==> config.mk <==
export PLATFORM = sky130hd
export DESIGN_NAME = ps2_host_tx_flat
export DESIGN_NICKNAME = d
export VERILOG_FILES = /design/src/rtl/ps2_host_tx_if.sv /design/src/rtl/ps2_host_tx.sv /design/src/flat_wrapper.sv
export SDC_FILE = /design/constraint.sdc
export NUM_CORES = 1
export LEC_CHECK = 0
export ABC_AREA = 0
export CAP_MARGIN = 20
export CORE_MARGIN = 5
export CORE_UTILIZATION = 55
export CTS_CLUSTER_SIZE = 8
export DETAILED_ROUTE_END_ITERATION = 10
export PLACE_DENSITY_LB_ADDON = 0.2
export SYNTH_ARGS = -nofsm -noshare
export SYNTH_HDL_FRONTEND = slang
export SYNTH_SLANG_ARGS = --single-unit
==> constraint.sdc <==
create_clock -name clk -period 5.1 [get_ports clk]
set_clock_uncertainty 0.15 [all_clocks]
set_input_delay 1.02 -clock clk [delete_from_list [all_inputs] [get_ports clk]]
set_output_delay 1.02 -clock clk [all_outputs]
set_load 0.01 [all_outputs]
==> src/rtl/ps2_host_tx_if.sv <==
// Host-side request/response bundle for the PS/2 host transmitter.
// Handshake: tx_data is transferred in a cycle where tx_valid and tx_ready are
// both 1; tx_valid seen while tx_ready is 0 is dropped (nothing is queued).
// done and err are single-cycle completion pulses and never coincide.
interface ps2_host_tx_if;
   logic [7:0] tx_data;
   logic       tx_valid;
   logic       tx_ready;
   logic       done;
   logic       err;

   modport master (output tx_data, output tx_valid,
                   input  tx_ready, input done, input err);
   modport slave  (input  tx_data, input tx_valid,
                   output tx_ready, output done, output err);
endinterface

==> src/rtl/ps2_host_tx.sv <==
// PS/2 host-to-device transmitter: inhibits the bus, issues a request-to-send,
// shifts a command byte out on device clock falling edges, checks the device
// ACK and waits for the bus to return idle. Line outputs are open-collector
// enables (1 = pull low). o_dbg_state exposes the FSM state
// (0 IDLE, 1 INHIBIT, 2 REQ, 3 SHIFT, 4 ACK, 5 WAITIDLE).
// INHIBIT_CYCLES must be at least 2 so the data line can drop one cycle early.
module ps2_host_tx #(
   parameter int INHIBIT_CYCLES = 2500,
   parameter int TIMEOUT_CYCLES = 375000,
   parameter int FILT_LEN       = 8
) (
   input  logic         clk,
   input  logic         reset_n,
   ps2_host_tx_if.slave bus,
   input  logic         ps2_clk_i,
   input  logic         ps2_data_i,
   output logic         ps2_clk_oe,
   output logic         ps2_data_oe,
   output logic [2:0]   o_dbg_state
);

   typedef enum logic [2:0] {
      S_IDLE     = 3'd0,
      S_INHIBIT  = 3'd1,
      S_REQ      = 3'd2,
      S_SHIFT    = 3'd3,
      S_ACK      = 3'd4,
      S_WAITIDLE = 3'd5
   } state_t;

   localparam int CNT_MAX = (INHIBIT_CYCLES > TIMEOUT_CYCLES) ? INHIBIT_CYCLES : TIMEOUT_CYCLES;
   localparam int CNT_W   = $clog2(CNT_MAX + 1);
   localparam int FW      = $clog2(FILT_LEN + 1);

   localparam logic [CNT_W-1:0] INH_LAST = CNT_W'(INHIBIT_CYCLES - 1);
   localparam logic [CNT_W-1:0] INH_PRE  = CNT_W'(INHIBIT_CYCLES - 2);
   localparam logic [CNT_W-1:0] TO_LAST  = CNT_W'(TIMEOUT_CYCLES - 1);
   localparam logic [FW-1:0]    FILT_LAST = FW'(FILT_LEN - 1);

   logic             r_clk_s1, r_clk_s2;
   logic             r_dat_s1, r_dat_s2;
   logic             r_filt_clk, r_filt_d;
   logic [FW-1:0]    r_filt_cnt;

   state_t           r_state;
   logic [9:0]       r_frame;     // {stop, parity, data[7:0]}
   logic [3:0]       r_bit_idx;
   logic [CNT_W-1:0] r_cnt;       // inhibit length, then inter-edge timeout
   logic             r_clk_oe, r_data_oe, r_done, r_err;

   logic             w_edge;
   logic             w_active;

   // Two-flop synchronizers for both raw bus lines; idle bus level is 1.
   always_ff @(posedge clk or negedge reset_n) begin
      if (!reset_n) begin
         r_clk_s1 <= 1'b1;
         r_clk_s2 <= 1'b1;
         r_dat_s1 <= 1'b1;
         r_dat_s2 <= 1'b1;
      end else begin
         r_clk_s1 <= ps2_clk_i;
         r_clk_s2 <= r_clk_s1;
         r_dat_s1 <= ps2_data_i;
         r_dat_s2 <= r_dat_s1;
      end
   end

   // Clock deglitch: the filtered level flips only after FILT_LEN consecutive
   // samples disagreeing with it; any agreeing sample restarts the run.
   always_ff @(posedge clk or negedge reset_n) begin
      if (!reset_n) begin
         r_filt_clk <= 1'b1;
         r_filt_d   <= 1'b1;
         r_filt_cnt <= '0;
      end else begin
         r_filt_d <= r_filt_clk;
         if (r_clk_s2 == r_filt_clk) begin
            r_filt_cnt <= '0;
         end else if (r_filt_cnt == FILT_LAST) begin
            r_filt_clk <= r_clk_s2;
            r_filt_cnt <= '0;
         end else begin
            r_filt_cnt <= r_filt_cnt + 1'b1;
         end
      end
   end

   assign w_edge   = r_filt_d & ~r_filt_clk;
   assign w_active = (r_state == S_REQ) || (r_state == S_SHIFT) ||
                     (r_state == S_ACK) || (r_state == S_WAITIDLE);

   // Transfer sequencer with registered line enables and completion pulses.
   always_ff @(posedge clk or negedge reset_n) begin
      if (!reset_n) begin
         r_state   <= S_IDLE;
         r_frame   <= '0;
         r_bit_idx <= '0;
         r_cnt     <= '0;
         r_clk_oe  <= 1'b0;
         r_data_oe <= 1'b0;
         r_done    <= 1'b0;
         r_err     <= 1'b0;
      end else begin
         r_done <= 1'b0;
         r_err  <= 1'b0;

         // Timeout counter restarts on every device edge while the device owns the clock.
         if (w_active) begin
            if (w_edge) r_cnt <= '0;
            else        r_cnt <= r_cnt + 1'b1;
         end

         case (r_state)
            S_IDLE: begin
               r_clk_oe  <= 1'b0;
               r_data_oe <= 1'b0;
               if (bus.tx_valid) begin
                  r_frame  <= {1'b1, ~^bus.tx_data, bus.tx_data};
                  r_cnt    <= '0;
                  r_clk_oe <= 1'b1;
                  r_state  <= S_INHIBIT;
               end
            end
            S_INHIBIT: begin
               r_cnt <= r_cnt + 1'b1;
               if (r_cnt == INH_PRE) r_data_oe <= 1'b1;
               if (r_cnt == INH_LAST) begin
                  r_clk_oe <= 1'b0;
                  r_cnt    <= '0;
                  r_state  <= S_REQ;
               end
            end
            S_REQ: begin
               if (w_edge) begin
                  r_data_oe <= ~r_frame[0];
                  r_bit_idx <= 4'd1;
                  r_state   <= S_SHIFT;
               end
            end
            S_SHIFT: begin
               if (w_edge) begin
                  r_data_oe <= ~r_frame[r_bit_idx];
                  r_bit_idx <= r_bit_idx + 4'd1;
                  if (r_bit_idx == 4'd9) r_state <= S_ACK;
               end
            end
            S_ACK: begin
               if (w_edge) begin
                  if (!r_dat_s2) begin
                     r_state <= S_WAITIDLE;
                  end else begin
                     r_err   <= 1'b1;
                     r_state <= S_IDLE;
                  end
               end
            end
            S_WAITIDLE: begin
               if (r_filt_clk && r_dat_s2) begin
                  r_done  <= 1'b1;
                  r_state <= S_IDLE;
               end
            end
            default: begin
               r_clk_oe  <= 1'b0;
               r_data_oe <= 1'b0;
               r_state   <= S_IDLE;
            end
         endcase

         // A stalled device aborts the transfer; an edge in the same cycle wins.
         if (w_active && !w_edge && (r_cnt == TO_LAST)) begin
            r_clk_oe  <= 1'b0;
            r_data_oe <= 1'b0;
            r_done    <= 1'b0;
            r_err     <= 1'b1;
            r_state   <= S_IDLE;
         end
      end
   end

   assign ps2_clk_oe   = r_clk_oe;
   assign ps2_data_oe  = r_data_oe;
   assign bus.tx_ready = (r_state == S_IDLE);
   assign bus.done     = r_done;
   assign bus.err      = r_err;
   assign o_dbg_state  = r_state;

endmodule
==> src/flat_wrapper.sv <==
// flat-port wrapper written by rule: the top's interface ports become plain ports
module ps2_host_tx_flat 
#(
   parameter int INHIBIT_CYCLES = 2500,
   parameter int TIMEOUT_CYCLES = 375000,
   parameter int FILT_LEN       = 8
)
  (clk, reset_n, ps2_clk_i, ps2_data_i, ps2_clk_oe, ps2_data_oe, o_dbg_state, bus_tx_data, bus_tx_valid, bus_tx_ready, bus_done, bus_err);
  ps2_host_tx_if bus_i ();
  input  logic clk;
  input  logic reset_n;
  input  logic ps2_clk_i;
  input  logic ps2_data_i;
  output logic ps2_clk_oe;
  output logic ps2_data_oe;
  output logic [2:0] o_dbg_state;
  input wire logic [$bits(bus_i.tx_data)-1:0] bus_tx_data;
  input wire logic [$bits(bus_i.tx_valid)-1:0] bus_tx_valid;
  output wire logic [$bits(bus_i.tx_ready)-1:0] bus_tx_ready;
  output wire logic [$bits(bus_i.done)-1:0] bus_done;
  output wire logic [$bits(bus_i.err)-1:0] bus_err;
  assign bus_i.tx_data = bus_tx_data;
  assign bus_i.tx_valid = bus_tx_valid;
  assign bus_tx_ready = bus_i.tx_ready;
  assign bus_done = bus_i.done;
  assign bus_err = bus_i.err;
  ps2_host_tx #(.INHIBIT_CYCLES(INHIBIT_CYCLES), .TIMEOUT_CYCLES(TIMEOUT_CYCLES), .FILT_LEN(FILT_LEN)) u_core (.clk(clk), .reset_n(reset_n), .bus(bus_i), .ps2_clk_i(ps2_clk_i), .ps2_data_i(ps2_data_i), .ps2_clk_oe(ps2_clk_oe), .ps2_data_oe(ps2_data_oe), .o_dbg_state(o_dbg_state));
endmodule
==> impl_metrics.csv <==
group,metric,value,unit
worst_setup_path,crit_buf_inv,1,
global_route,grtUsageTotal,19.0,%
sta,post-route-period-util,57.3,%
sta,clock.fmax,0.342,GHz
sta,setup_tns,0,ps
cts,path_clk_slew,90,ps
logic_synthesis,ys.flop_type,"dfrtp_1",
cts,clock_latency,300,ps
place,dp_slack,2200,ps
detailed_routing,vias_per_cell,5.88,
final_layout,nets,323,
cts,post_cts_buffers,0,
worst_setup_path,worstPathCellList,"nor3_1, clkdlybuf4s50_1",
worst_setup_path,arrival,1750,ps
final_layout,fin_area,3130,um^2
worst_setup_path,cp.required,3930,ps
job,max-cap-violations,0,
logic_synthesis,yosysWarnings,0,
detailed_routing,num_vias,2195,
logic_synthesis,synth_cells,287,
cts,ctsRootBufferMaster,"clkbuf_8",
global_route,grt_max_degree,51,
worst_setup_path,start_kind,"flop",
global_route,grt_pass1_vias,2096,
floorplan,start_util,57.7,%
detailed_routing,ant_nets,0,
detailed_routing,totalWireLength,5600,um
worst_setup_path,critPathTopFamily,"buffers and inverters",
worst_setup_path,crit_slowest_cell,"clkdlybuf4s50_1",
final_layout,final_cell_mix,"dfrtp_1, nand2_1, nor2_1",
worst_setup_path,cp_max_fo,17,
global_route,globalRoute.totalOverflow,0,
detailed_routing,drc,0,
sta,fin_crit,2920,ps
worst_setup_path,cpPeakStageDelay,590,ps
cts,htree_levels,2,
place,dp_hpwl,3950,um
worst_setup_path,cp-end-kind,"output pin",
worst_setup_path,reg2reg_depth,6,
worst_setup_path,r2r_start,"u_core.r_cnt[0]",
global_route,grt_first_pass_wirelength,9760,um
sta,worstMarginPinSlew,854,ps
floorplan,coreArea,4790,um^2
sta,setup_violations,0,
floorplan,fp.dieArea,6540,um^2
place,port_buffers,20,
logic_synthesis,synth_edf_count,0,
pwr,leakage,1.25,nW
logic_synthesis,synth_fp_nets,305,
worst_setup_path,reg2reg_slack,2510,ps
global_route,antenna_found_initial,0,
status,status,"complete, no violations",
final_layout,n_antenna_cell,0,
pwr,p_per_area,507,nW/um^2
cts,cts_hold_buf,0,
detailed_routing,drt_iter0_drc,129,
detailed_routing,dr.pass1.iters,4,
cts,numCtsBuffers,5,
logic_synthesis,synth.distinct_cells,51,
logic_synthesis,yosys_register_bits,50,
final_layout,final_common_cell,"dfrtp_1",
logic_synthesis,syn_area_per_cell,9.62,um^2
final_layout,syn2layout_area_growth,13.2,%
cts,cts_tree,"built",
floorplan,die_w,80.9,um
cts,postCtsResizedCells,0,
sta,fin_ws,2180,ps
sta,maxSlewViolCount,0,
pwr,vdd_drop_max,201,uV
floorplan,io_pins,21,
logic_synthesis,ys_seq_area_share,45.6,%
place,place_congestion,0.835,
worst_setup_path,path_class,"reg2out",
worst_setup_path,cp-startpoint,"u_core.o_dbg_state[0]",
sta,maxSlewHeadroom,42.5,%
detailed_routing,wl_per_cell,15.0,um
logic_synthesis,async_flop_share,100,%
sta,rsz0062_at_grt,"false",
floorplan,core.rowCount,25,
logic_synthesis,synthesis.area,2760,um^2
worst_setup_path,reg2reg_to,"u_core.o_dbg_state[0]",
floorplan,die_y,80.9,um
place,placed_area,3000,um^2
min_path,hold_class,"reg2reg",
worst_setup_path,crit_path_end,"bus_tx_ready",
sta,finalHoldViolations,0,
worst_setup_path,crit_cells,2,
cts,clock-sinks,50,
final_layout,layout-drive-gt1-share,12.1,%
cts,clock_path_buffers,2,
==> power by group <==
group / internal [W] / total, W / switching [W]
sequential: 0.000511 / 0.000657 / 0.000146
combinational: 0.000305 / 0.000657 / 0.000352
clock: 0.000144 / 0.000270 / 0.000126
total: 0.000961 / 0.00158 / 0.000624
==> synth_stat cells, types with 3 or more instances <==
master	count	share of area, %
nand2_1	26	3.5
clkbuf_1	10	1.4
o22ai_1	3	0.68
mux2i_1	3	1.1
o21ai_0	22	4.0
nand3_1	12	2.2
nor4_1	4	0.91
dfstp_2	6	5.7
nand4_1	5	1.1
nor2_1	24	3.3
nand2b_1	5	1.1
a21oi_1	8	1.4
xnor2_1	10	3.2
nor3_1	8	1.4
ha_1	5	2.3
o211ai_1	3	0.82
o21bai_1	7	1.9
mux2_2	9	3.7
nor2b_1	6	1.4
o311ai_0	3	0.95
dfrtp_1	44	40
a22oi_1	10	2.7
xor2_1	4	1.3
inv_1	15	2.0
==> worst min-delay path by stage <==
stage | startpoint | to | slack, ps | depth (start not counted)
2_1_floorplan | u_core.r_clk_s1 | u_core.r_clk_s2 | 200 | 0
3_3_place_gp | u_core.r_dat_s1 | u_core.r_dat_s2 | 200 | 0
3_5_place_dp | u_core.r_dat_s1 | u_core.r_dat_s2 | 200 | 0
4_1_cts | u_core.r_dat_s1 | u_core.r_dat_s2 | 210 | 0
5_1_grt | u_core.r_clk_s1 | u_core.r_clk_s2 | 220 | 0
6_report | u_core.r_dat_s1 | u_core.r_dat_s2 | 210 | 0
==> flip-flops by register name, indices dropped and copies added (netlist names), 3 cells and up <==
name,count
u_core.r_cnt,19
u_core.r_bit_idx,4
u_core.r_frame,10
u_core.o_dbg_state,3
u_core.r_filt_cnt,4
==> worst reg2reg max path: cells and delay by family (launching register included) <==
kind                       cells  cell delay (ps)
AOI/OAI and AO/OA              3              910
adders and majority gates      1              300
DFF                            1              420
and+or+nand+nor                2              740
==> layer usage <==
layer  global-route usage [%]  part of all wire (%)
met1                     26.8                    48
met2                     29.3                    46
met3                     3.99                   4.0
met4                     6.25                   1.3
met5                        0                     0
==> final cells by class <==
cell class / instances / area, um^2
Clock buffer: 5 / 68.8
Multi-Input combinational cell: 210 / 1390
Clock inverter: 3 / 40.0
Inverter: 15 / 56.3
Tap cell: 67 / 83.8
Fill cell: 407 / 1660
Sequential cell: 50 / 1260
Timing Repair Buffer: 23 / 225
==> cells by family after synthesis <==
family,Yosys count,share of synthesized area (%)
muxes,14,6.39
xor gates and xnor gates,14,4.44
buffers and inverters,27,3.99
AOI/OAI and AO/OA,73,17.8
and+or+nand+nor,104,19.5
adders and majority gates,5,2.27
DFF,50,45.6
==> per-stage QoR <==
stage | total power, W | util (%) | hold WS [ps] | std cells
2_1_floorplan | 0.00112 | - | 195 | 287
3_3_place_gp | 0.00129 | 62.7 | 197 | 364
3_5_place_dp | 0.00131 | 62.7 | 198 | 364
4_1_cts | 0.00158 | 65.0 | 211 | 372
5_1_grt | 0.00171 | 65.3 | 219 | 373
6_report | 0.00158 | 65.3 | 209 | 373
Note: power is estimated with default switching activity, not from simulation.
